### src/rtl/instr_fetch_if.sv
// instr_fetch_if: bundles the ROM port, the decode-side valid/ready output stage, the
// redirect request and the halt status of the instruction fetch unit.
//
// Modports:
//   master - the fetch unit: drives rom_addr, out_valid, out_instr, out_pc, halted;
//            samples rom_data, out_ready, redirect_valid, redirect_pc.
//   slave  - the environment (ROM + decode + branch logic): the mirror image.
interface instr_fetch_if #(
   parameter int unsigned ADDR_W  = 4,
   parameter int unsigned INSTR_W = 8
) ();

   logic [ADDR_W-1:0]  rom_addr;
   logic [INSTR_W-1:0] rom_data;
   logic               out_valid;
   logic               out_ready;
   logic [INSTR_W-1:0] out_instr;
   logic [ADDR_W-1:0]  out_pc;
   logic               redirect_valid;
   logic [ADDR_W-1:0]  redirect_pc;
   logic               halted;

   modport master (
      output rom_addr,
      input  rom_data,
      output out_valid,
      input  out_ready,
      output out_instr,
      output out_pc,
      input  redirect_valid,
      input  redirect_pc,
      output halted
   );

   modport slave (
      input  rom_addr,
      output rom_data,
      input  out_valid,
      output out_ready,
      input  out_instr,
      input  out_pc,
      output redirect_valid,
      output redirect_pc,
      input  halted
   );

endinterface

### src/rtl/instr_fetch.sv
// instr_fetch: instruction fetch unit for the 4-bit processor. Owns the PC, addresses a
// zero-latency instruction ROM and registers each word into a single-entry valid/ready
// output stage toward decode. Supports PC redirects and stops after fetching a halt
// instruction (opcode bits [7:6] == 2'b11).
//
// Ports:
//   clk            - system clock, rising edge
//   rst_n          - asynchronous active-low reset
//   bus (master)   - rom_addr/rom_data, out_valid/out_ready/out_instr/out_pc,
//                    redirect_valid/redirect_pc, halted (see instr_fetch_if)
//   perf_fetch_cnt - saturating count of fetches            (FETCH_PERF_CNT_EN only)
//   perf_stall_cnt - saturating count of RUN backpressure cycles (FETCH_PERF_CNT_EN only)
//
// Optional feature macro: FETCH_PERF_CNT_EN adds the two performance counters.
module instr_fetch #(
   parameter int unsigned     ADDR_W   = 4,
   parameter int unsigned     INSTR_W  = 8,
   parameter logic [ADDR_W-1:0] RESET_PC = '0
) (
   input logic           clk,
   input logic           rst_n,
   instr_fetch_if.master bus
`ifdef FETCH_PERF_CNT_EN
   ,
   output logic [7:0]    perf_fetch_cnt,
   output logic [7:0]    perf_stall_cnt
`endif
);

   localparam logic [0:0] StRun  = 1'b0;
   localparam logic [0:0] StHalt = 1'b1;

   logic [0:0]         state_q, state_d;
   logic [ADDR_W-1:0]  pc_q, pc_d;
   logic               out_valid_q, out_valid_d;
   logic [INSTR_W-1:0] out_instr_q, out_instr_d;
   logic [ADDR_W-1:0]  out_pc_q, out_pc_d;

   logic stage_free;
   logic fetch;
   logic is_halt_op;

   assign stage_free = !out_valid_q || bus.out_ready;
   // A redirect pre-empts the fetch in the same cycle.
   assign fetch      = (state_q == StRun) && stage_free && !bus.redirect_valid;
   assign is_halt_op = (bus.rom_data[INSTR_W-1 -: 2] == 2'b11);

   always_comb begin
      state_d     = state_q;
      pc_d        = pc_q;
      out_valid_d = out_valid_q;
      out_instr_d = out_instr_q;
      out_pc_d    = out_pc_q;
      if (bus.redirect_valid) begin
         // Discard any held instruction, even under backpressure.
         out_valid_d = 1'b0;
         pc_d        = bus.redirect_pc;
         state_d     = StRun;
      end else if (fetch) begin
         out_valid_d = 1'b1;
         out_instr_d = bus.rom_data;
         out_pc_d    = pc_q;
         if (is_halt_op) begin
            state_d = StHalt;
         end else begin
            pc_d = pc_q + {{(ADDR_W-1){1'b0}}, 1'b1};
         end
      end else if (out_valid_q && bus.out_ready) begin
         out_valid_d = 1'b0;
      end
   end

   always_ff @(posedge clk or negedge rst_n) begin
      if (!rst_n) begin
         state_q     <= StRun;
         pc_q        <= RESET_PC;
         out_valid_q <= 1'b0;
         out_instr_q <= '0;
         out_pc_q    <= '0;
      end else begin
         state_q     <= state_d;
         pc_q        <= pc_d;
         out_valid_q <= out_valid_d;
         out_instr_q <= out_instr_d;
         out_pc_q    <= out_pc_d;
      end
   end

   assign bus.rom_addr  = pc_q;
   assign bus.out_valid = out_valid_q;
   assign bus.out_instr = out_instr_q;
   assign bus.out_pc    = out_pc_q;
   assign bus.halted    = (state_q == StHalt);

`ifdef FETCH_PERF_CNT_EN
   logic [7:0] fetch_cnt_q;
   logic [7:0] stall_cnt_q;
   logic       stall;

   assign stall = (state_q == StRun) && out_valid_q && !bus.out_ready;

   always_ff @(posedge clk or negedge rst_n) begin
      if (!rst_n) begin
         fetch_cnt_q <= 8'h00;
         stall_cnt_q <= 8'h00;
      end else begin
         if (fetch && (fetch_cnt_q != 8'hFF)) begin
            fetch_cnt_q <= fetch_cnt_q + 8'd1;
         end
         if (stall && (stall_cnt_q != 8'hFF)) begin
            stall_cnt_q <= stall_cnt_q + 8'd1;
         end
      end
   end

   assign perf_fetch_cnt = fetch_cnt_q;
   assign perf_stall_cnt = stall_cnt_q;
`endif

endmodule

### src/flat_wrapper.sv
// flat-port wrapper written by rule: the top's interface ports become plain ports
module instr_fetch_flat 
#(
   parameter int unsigned     ADDR_W   = 4,
   parameter int unsigned     INSTR_W  = 8,
   parameter logic [ADDR_W-1:0] RESET_PC = '0
)
  (clk, rst_n, bus_rom_addr, bus_rom_data, bus_out_valid, bus_out_ready, bus_out_instr, bus_out_pc, bus_redirect_valid, bus_redirect_pc, bus_halted);
  instr_fetch_if #(.ADDR_W(ADDR_W), .INSTR_W(INSTR_W)) bus_i ();
  input logic clk;
  input logic rst_n;
  output wire logic [$bits(bus_i.rom_addr)-1:0] bus_rom_addr;
  input wire logic [$bits(bus_i.rom_data)-1:0] bus_rom_data;
  output wire logic [$bits(bus_i.out_valid)-1:0] bus_out_valid;
  input wire logic [$bits(bus_i.out_ready)-1:0] bus_out_ready;
  output wire logic [$bits(bus_i.out_instr)-1:0] bus_out_instr;
  output wire logic [$bits(bus_i.out_pc)-1:0] bus_out_pc;
  input wire logic [$bits(bus_i.redirect_valid)-1:0] bus_redirect_valid;
  input wire logic [$bits(bus_i.redirect_pc)-1:0] bus_redirect_pc;
  output wire logic [$bits(bus_i.halted)-1:0] bus_halted;
  assign bus_rom_addr = bus_i.rom_addr;
  assign bus_i.rom_data = bus_rom_data;
  assign bus_out_valid = bus_i.out_valid;
  assign bus_i.out_ready = bus_out_ready;
  assign bus_out_instr = bus_i.out_instr;
  assign bus_out_pc = bus_i.out_pc;
  assign bus_i.redirect_valid = bus_redirect_valid;
  assign bus_i.redirect_pc = bus_redirect_pc;
  assign bus_halted = bus_i.halted;
  instr_fetch #(.ADDR_W(ADDR_W), .INSTR_W(INSTR_W), .RESET_PC(RESET_PC)) u_core (.clk(clk), .rst_n(rst_n), .bus(bus_i));
endmodule
### config.mk
export PLATFORM = sky130hd
export DESIGN_NAME = instr_fetch_flat
export DESIGN_NICKNAME = d
export VERILOG_FILES = /design/src/rtl/instr_fetch_if.sv /design/src/rtl/instr_fetch.sv /design/src/flat_wrapper.sv
export SDC_FILE = /design/constraint.sdc
export NUM_CORES = 1
export LEC_CHECK = 0
export ABC_AREA = 1
export CAP_MARGIN = 30
export CORE_MARGIN = 5
export CORE_UTILIZATION = 42
export CTS_CLUSTER_SIZE = 20
export DETAILED_ROUTE_END_ITERATION = 7
export PLACE_DENSITY = 0.78
export SLEW_MARGIN = 25
export SYNTH_ARGS = -nofsm -noshare
export SYNTH_HDL_FRONTEND = slang
export SYNTH_SLANG_ARGS = --single-unit
### constraint.sdc
create_clock -name clk -period 1.4 [get_ports clk]
set_clock_uncertainty 0.1 [all_clocks]
set_input_delay 0.28 -clock clk [delete_from_list [all_inputs] [get_ports clk]]
set_output_delay 0.28 -clock clk [all_outputs]
set_load 0.05 [all_outputs]
Word-level counts from Yosys, hierarchy flattened
Cells that the tools add are included.

Add/sub/neg operators: 1. Equality and inequality tests: 2. Multiplexer cells: 9. Bitwise gates (word level): 2. Reductions and logical operators: 12.

Operators by type and width (count): $mux 4 (3); $mux 1 (6); $reduce_and 2->1 (3); $add 4x1->4 const B (1); $reduce_bool 2->1 (2); $logic_and 1x1->1 (3); $reduce_bool 3->1 (1); $eq 2x2->1 const B (1); $logic_not 1->1 (2); $ne 2x2->1 const B (1); $not 1->1 (2); $logic_or 1x1->1 (1).

Register bits: 18. Bits of input ports: 16. Output and inout port bits: 18. Word-level logic and storage cells: 31.

Depth between registers and ports, before layout
Gate-level depths: netlist of the first run.

Depth in word-level cells: 6. Gate-level depth with buffers: 7. Depth with buffers taken out: 7.

Least setup slack after synthesis of the first run
OpenSTA, ideal clock, no wires.

Path kind: reg2reg. Start: register u_core.pc_q[0] (netlist: u_core.bus.rom_addr[0]). End: register u_core.pc_q[2] (netlist: u_core.bus.rom_addr[2]). Setup time: 0.128 ns. Data arrival time: 1.205 ns. Required time: 1.172 ns. Slack: -0.033 ns. Stages on the path, launching flop included: 7. Path buffers: 0. Period minus slack after synthesis: 1.433 ns. Path through: dfrtp_1 > ha_1 > nand2_1 > nand3_1 > nand2_1 > nand2_1 > o21ai_0.

Cells in the longest elaborated chain, start to end: 4.

RTL lines: start, declared (line instr_fetch.sv:34) `logic [ADDR_W-1:0] pc_q, pc_d;`; start signal, assigned (line instr_fetch.sv:82) `pc_q <= pc_d;`; $add 4x1->4 (line instr_fetch.sv:66) `pc_d = pc_q + {{(ADDR_W-1){1'b0}}, 1'b1};`; $mux 4 (line instr_fetch.sv:63) `if (is_halt_op) begin`; $mux 4 (line instr_fetch.sv:59) `end else if (fetch) begin`; $mux 4 (line instr_fetch.sv:54) `if (bus.redirect_valid) begin`.

Every way passes these cells. The select of a mux whose other input is x is not followed. A chain may end at the register's enable or synchronous reset.

Final worst setup path of the first run
Start: register u_core.pc_q[2] (netlist: u_core.bus.rom_addr[2]). End: output port bus_rom_addr[2].

RTL lines: end, declared (line flat_wrapper.sv:12) `output wire logic [$bits(bus_i.rom_addr)-1:0] bus_rom_addr;`.

No word-level cell between the ends.

==> results.tsv, run 1 <==
metric	value	unit
Synth Instances	93	
leading cell type in the layout, fill and taps excluded	nand2_1	
Max Slew Vio Count	0	
final setup vio count	0	
CP top delay family	flip-flops	
row count	16	
Tcrit/Tclk final	0.934	
first-pass GRT wire length	3320	um
Chip Height	55.2	um
Post-Synthesis Cell Area	860	sq um
Core Region	1960	sq um
clock slew at reported path FFs	90	ps
dominant cell type by area after synthesis	dfrtp_1	
Tot GR Track Use	0.133	
worst-skew pair later-pin latency	280	ps
register area	455	sq um
Die Area	3050	sq um
RSZ-0062 raised after global routing	false	
post-synth net total	110	
Seq pwr share	0.373	
grt met2 use	0.216	
drt initial violations	6	
gr busiest metal	met2	
IO Pins	34	
CP max FO	5	
pin count of the biggest net entering global routing	25	
met1 Track Usage GR	0.166	
post-route cell area	1450	sq um
MaxCap Viol Count	0	
Clock power frac	0.127	
Gate power share	0.500	
final net count	151	
vias in the first global route	734	
CP max-delay cell	dfrtp_1	
CTS H-Tree Depth	1	
PwrDens	1350	nW/um^2
Avg Inst Size Synth	9.24	sq um
Yosys Warn Count	0	
DP Area	1430	sq um
status	finished, final reports clean	
total CTS buffers	3	
top cell type's share of synthesized area	0.524	
NetSw	0.769	mW
crit path buf inv count	1	
total grt overflow	0	
sw frac	0.391	
post-synthesis register bit count	18	
drt drc	0	
Hold/Removal Path Class	in -> async	
area occupied by multi-input gates	318	sq um
Resized cells post-CTS	0	
fmax	0.764	GHz
Netlist cell types	14	
Final ANT Viol Nets	0	
wire length per cell	11.6	um
Internal Power	1.19	mW
Hold Vio Cnt, Final	0	
worst-margin pin slew	232	ps
detailed placer's ending HPWL	1530	um
Final Hold Slack	225	ps
RePlAce Congestion	0.871	
Area growth syn-to-layout	69.1	%
detailed-route via count	727	
clk root buf	clkbuf_4	
share of post-route cells with drive strength above 1	0.331	
# hold bufs at CTS	0	
reg-to-reg slack, setup	160	ps
largest cells by area after synthesis	dfrtp_1 (52%), nand2_1 (12%), o21ai_2 (12%)	
CTS tree	built	
setup bufs post-CTS	0	
port bufs	33	
Worst setup SP type	flip-flop	
maximum clock path buffer count	2	
CTS sink count	18	
ant diodes	0	
FILL cells	151	
slew margin rel.	0.845	
initial antenna violation count	0	
critical path class	reg -> out	
CP required	1020	ps
total wire length	1850	um
Vias/cell	4.54	
Lkg Pwr	0.700	nW
Peak VDD IR	795	uV
register area share after synthesis	0.524	
crit-path cells	buf_12	
commonest cells after routing, fill and taps aside	nand2_1 (28), buf_12 (19), inv_1 (15), clkdlybuf4s50_1 (15), dfrtp_1 (14)	
Starting Density	0.438	
Die X	55.2	um
Largest stage delay, worst path	470	ps
drt first pass iters	3	
minimum clock period	1310	ps
WP data arrival	930	ps
crit end category	output pin	
GRT met3 Usage	0.0443	
[cells in the mapped netlist (all sizes together)]
cell type,instances
a21oi,2
buf,2
dfrtp,18
ha,1
inv,16
nand2,28
nand3,8
nand4,1
o21ai,16
or2,1
[routing by layer]
layer	vias up	part of all wire
li1	374	-
met1	326	0.42
met2	27	0.50
met3	0	0.075
met4	0	0
met5	-	0
[metrics by stage]
step	total power, mW	worst slack, ps	setup TNS, ps	cells	util
2_1_floorplan	1.20	109	0	93	-
3_3_place_gp	1.71	-112	-1730	156	0.728
3_5_place_dp	1.73	-166	-2260	156	0.728
4_1_cts	1.99	85.6	0	160	0.741
5_1_grt	2.08	35.7	0	160	0.741
6_report	1.96	91.7	0	160	0.741
[cell families (layout without fill, tap and decap cells)]
| group | Yosys count | after routing | share of synthesized area |
|---|---|---|---|
| flip-flops | 18 | 18 | 0.524 |
| AO/OA/AOI/OAI | 18 | 18 | 0.157 |
| AND/OR/NAND/NOR | 38 | 38 | 0.198 |
| adder cells (fa/ha/maj) | 1 | 1 | 0.0146 |
| buffers and inverters | 18 | 58 | 0.106 |
[power by group through the flow]
stage	sequential, mW	clock [mW]	combinational, mW
after CTS	0.733	0.263	0.995
after global placement	0.737	0	0.974
after detailed placement	0.741	0	0.992
final	0.732	0.250	0.982
after floorplan	1.00	0	0.194
after global routing	0.749	0.296	1.03
[flip-flops by register name, summed over array words and instances, names as in the netlist]
| register | count |
|---|---|
| u_core.bus.rom_addr | 4 |
| u_core.bus.out_instr | 8 |
| u_core.bus.out_pc | 4 |
| u_core.bus.halted | 1 |
| u_core.bus.out_valid | 1 |
[worst paths after layout]
path | start | cells past startpoint | to
worst max-delay path | u_core.bus.rom_addr[2] | 1 | bus_rom_addr[2]
worst min-delay path | rst_n | 2 | u_core.bus.out_pc[0]
worst max register to register | u_core.bus.rom_addr[0] | 7 | u_core.bus.rom_addr[2]
worst min register to register | u_core.bus.halted | 1 | u_core.bus.out_valid
max in group asynchronous | rst_n | 2 | u_core.bus.rom_addr[1]
min in group clk | u_core.bus.halted | 1 | u_core.bus.out_valid
[layout make-up]
cell class,instances,share of cell area
well taps,27,0.0232
flip-flops and latches,18,0.313
repair buffers,38,0.386
multi-input cells,57,0.219
clock buffers,4,0.0181
inverters,16,0.0413
Note: power is estimated with default switching activity, not from simulation.
==> run 2: changes to the inputs <==
--- a/config.mk
+++ b/config.mk
@@ -16,3 +16,4 @@
 export SYNTH_ARGS = -nofsm -noshare
 export SYNTH_HDL_FRONTEND = slang
 export SYNTH_SLANG_ARGS = --single-unit
+export TNS_END_PERCENT = 1
==> results of run 2 <==
No change in the layout: final DEF, timing and power equal those of run 1.
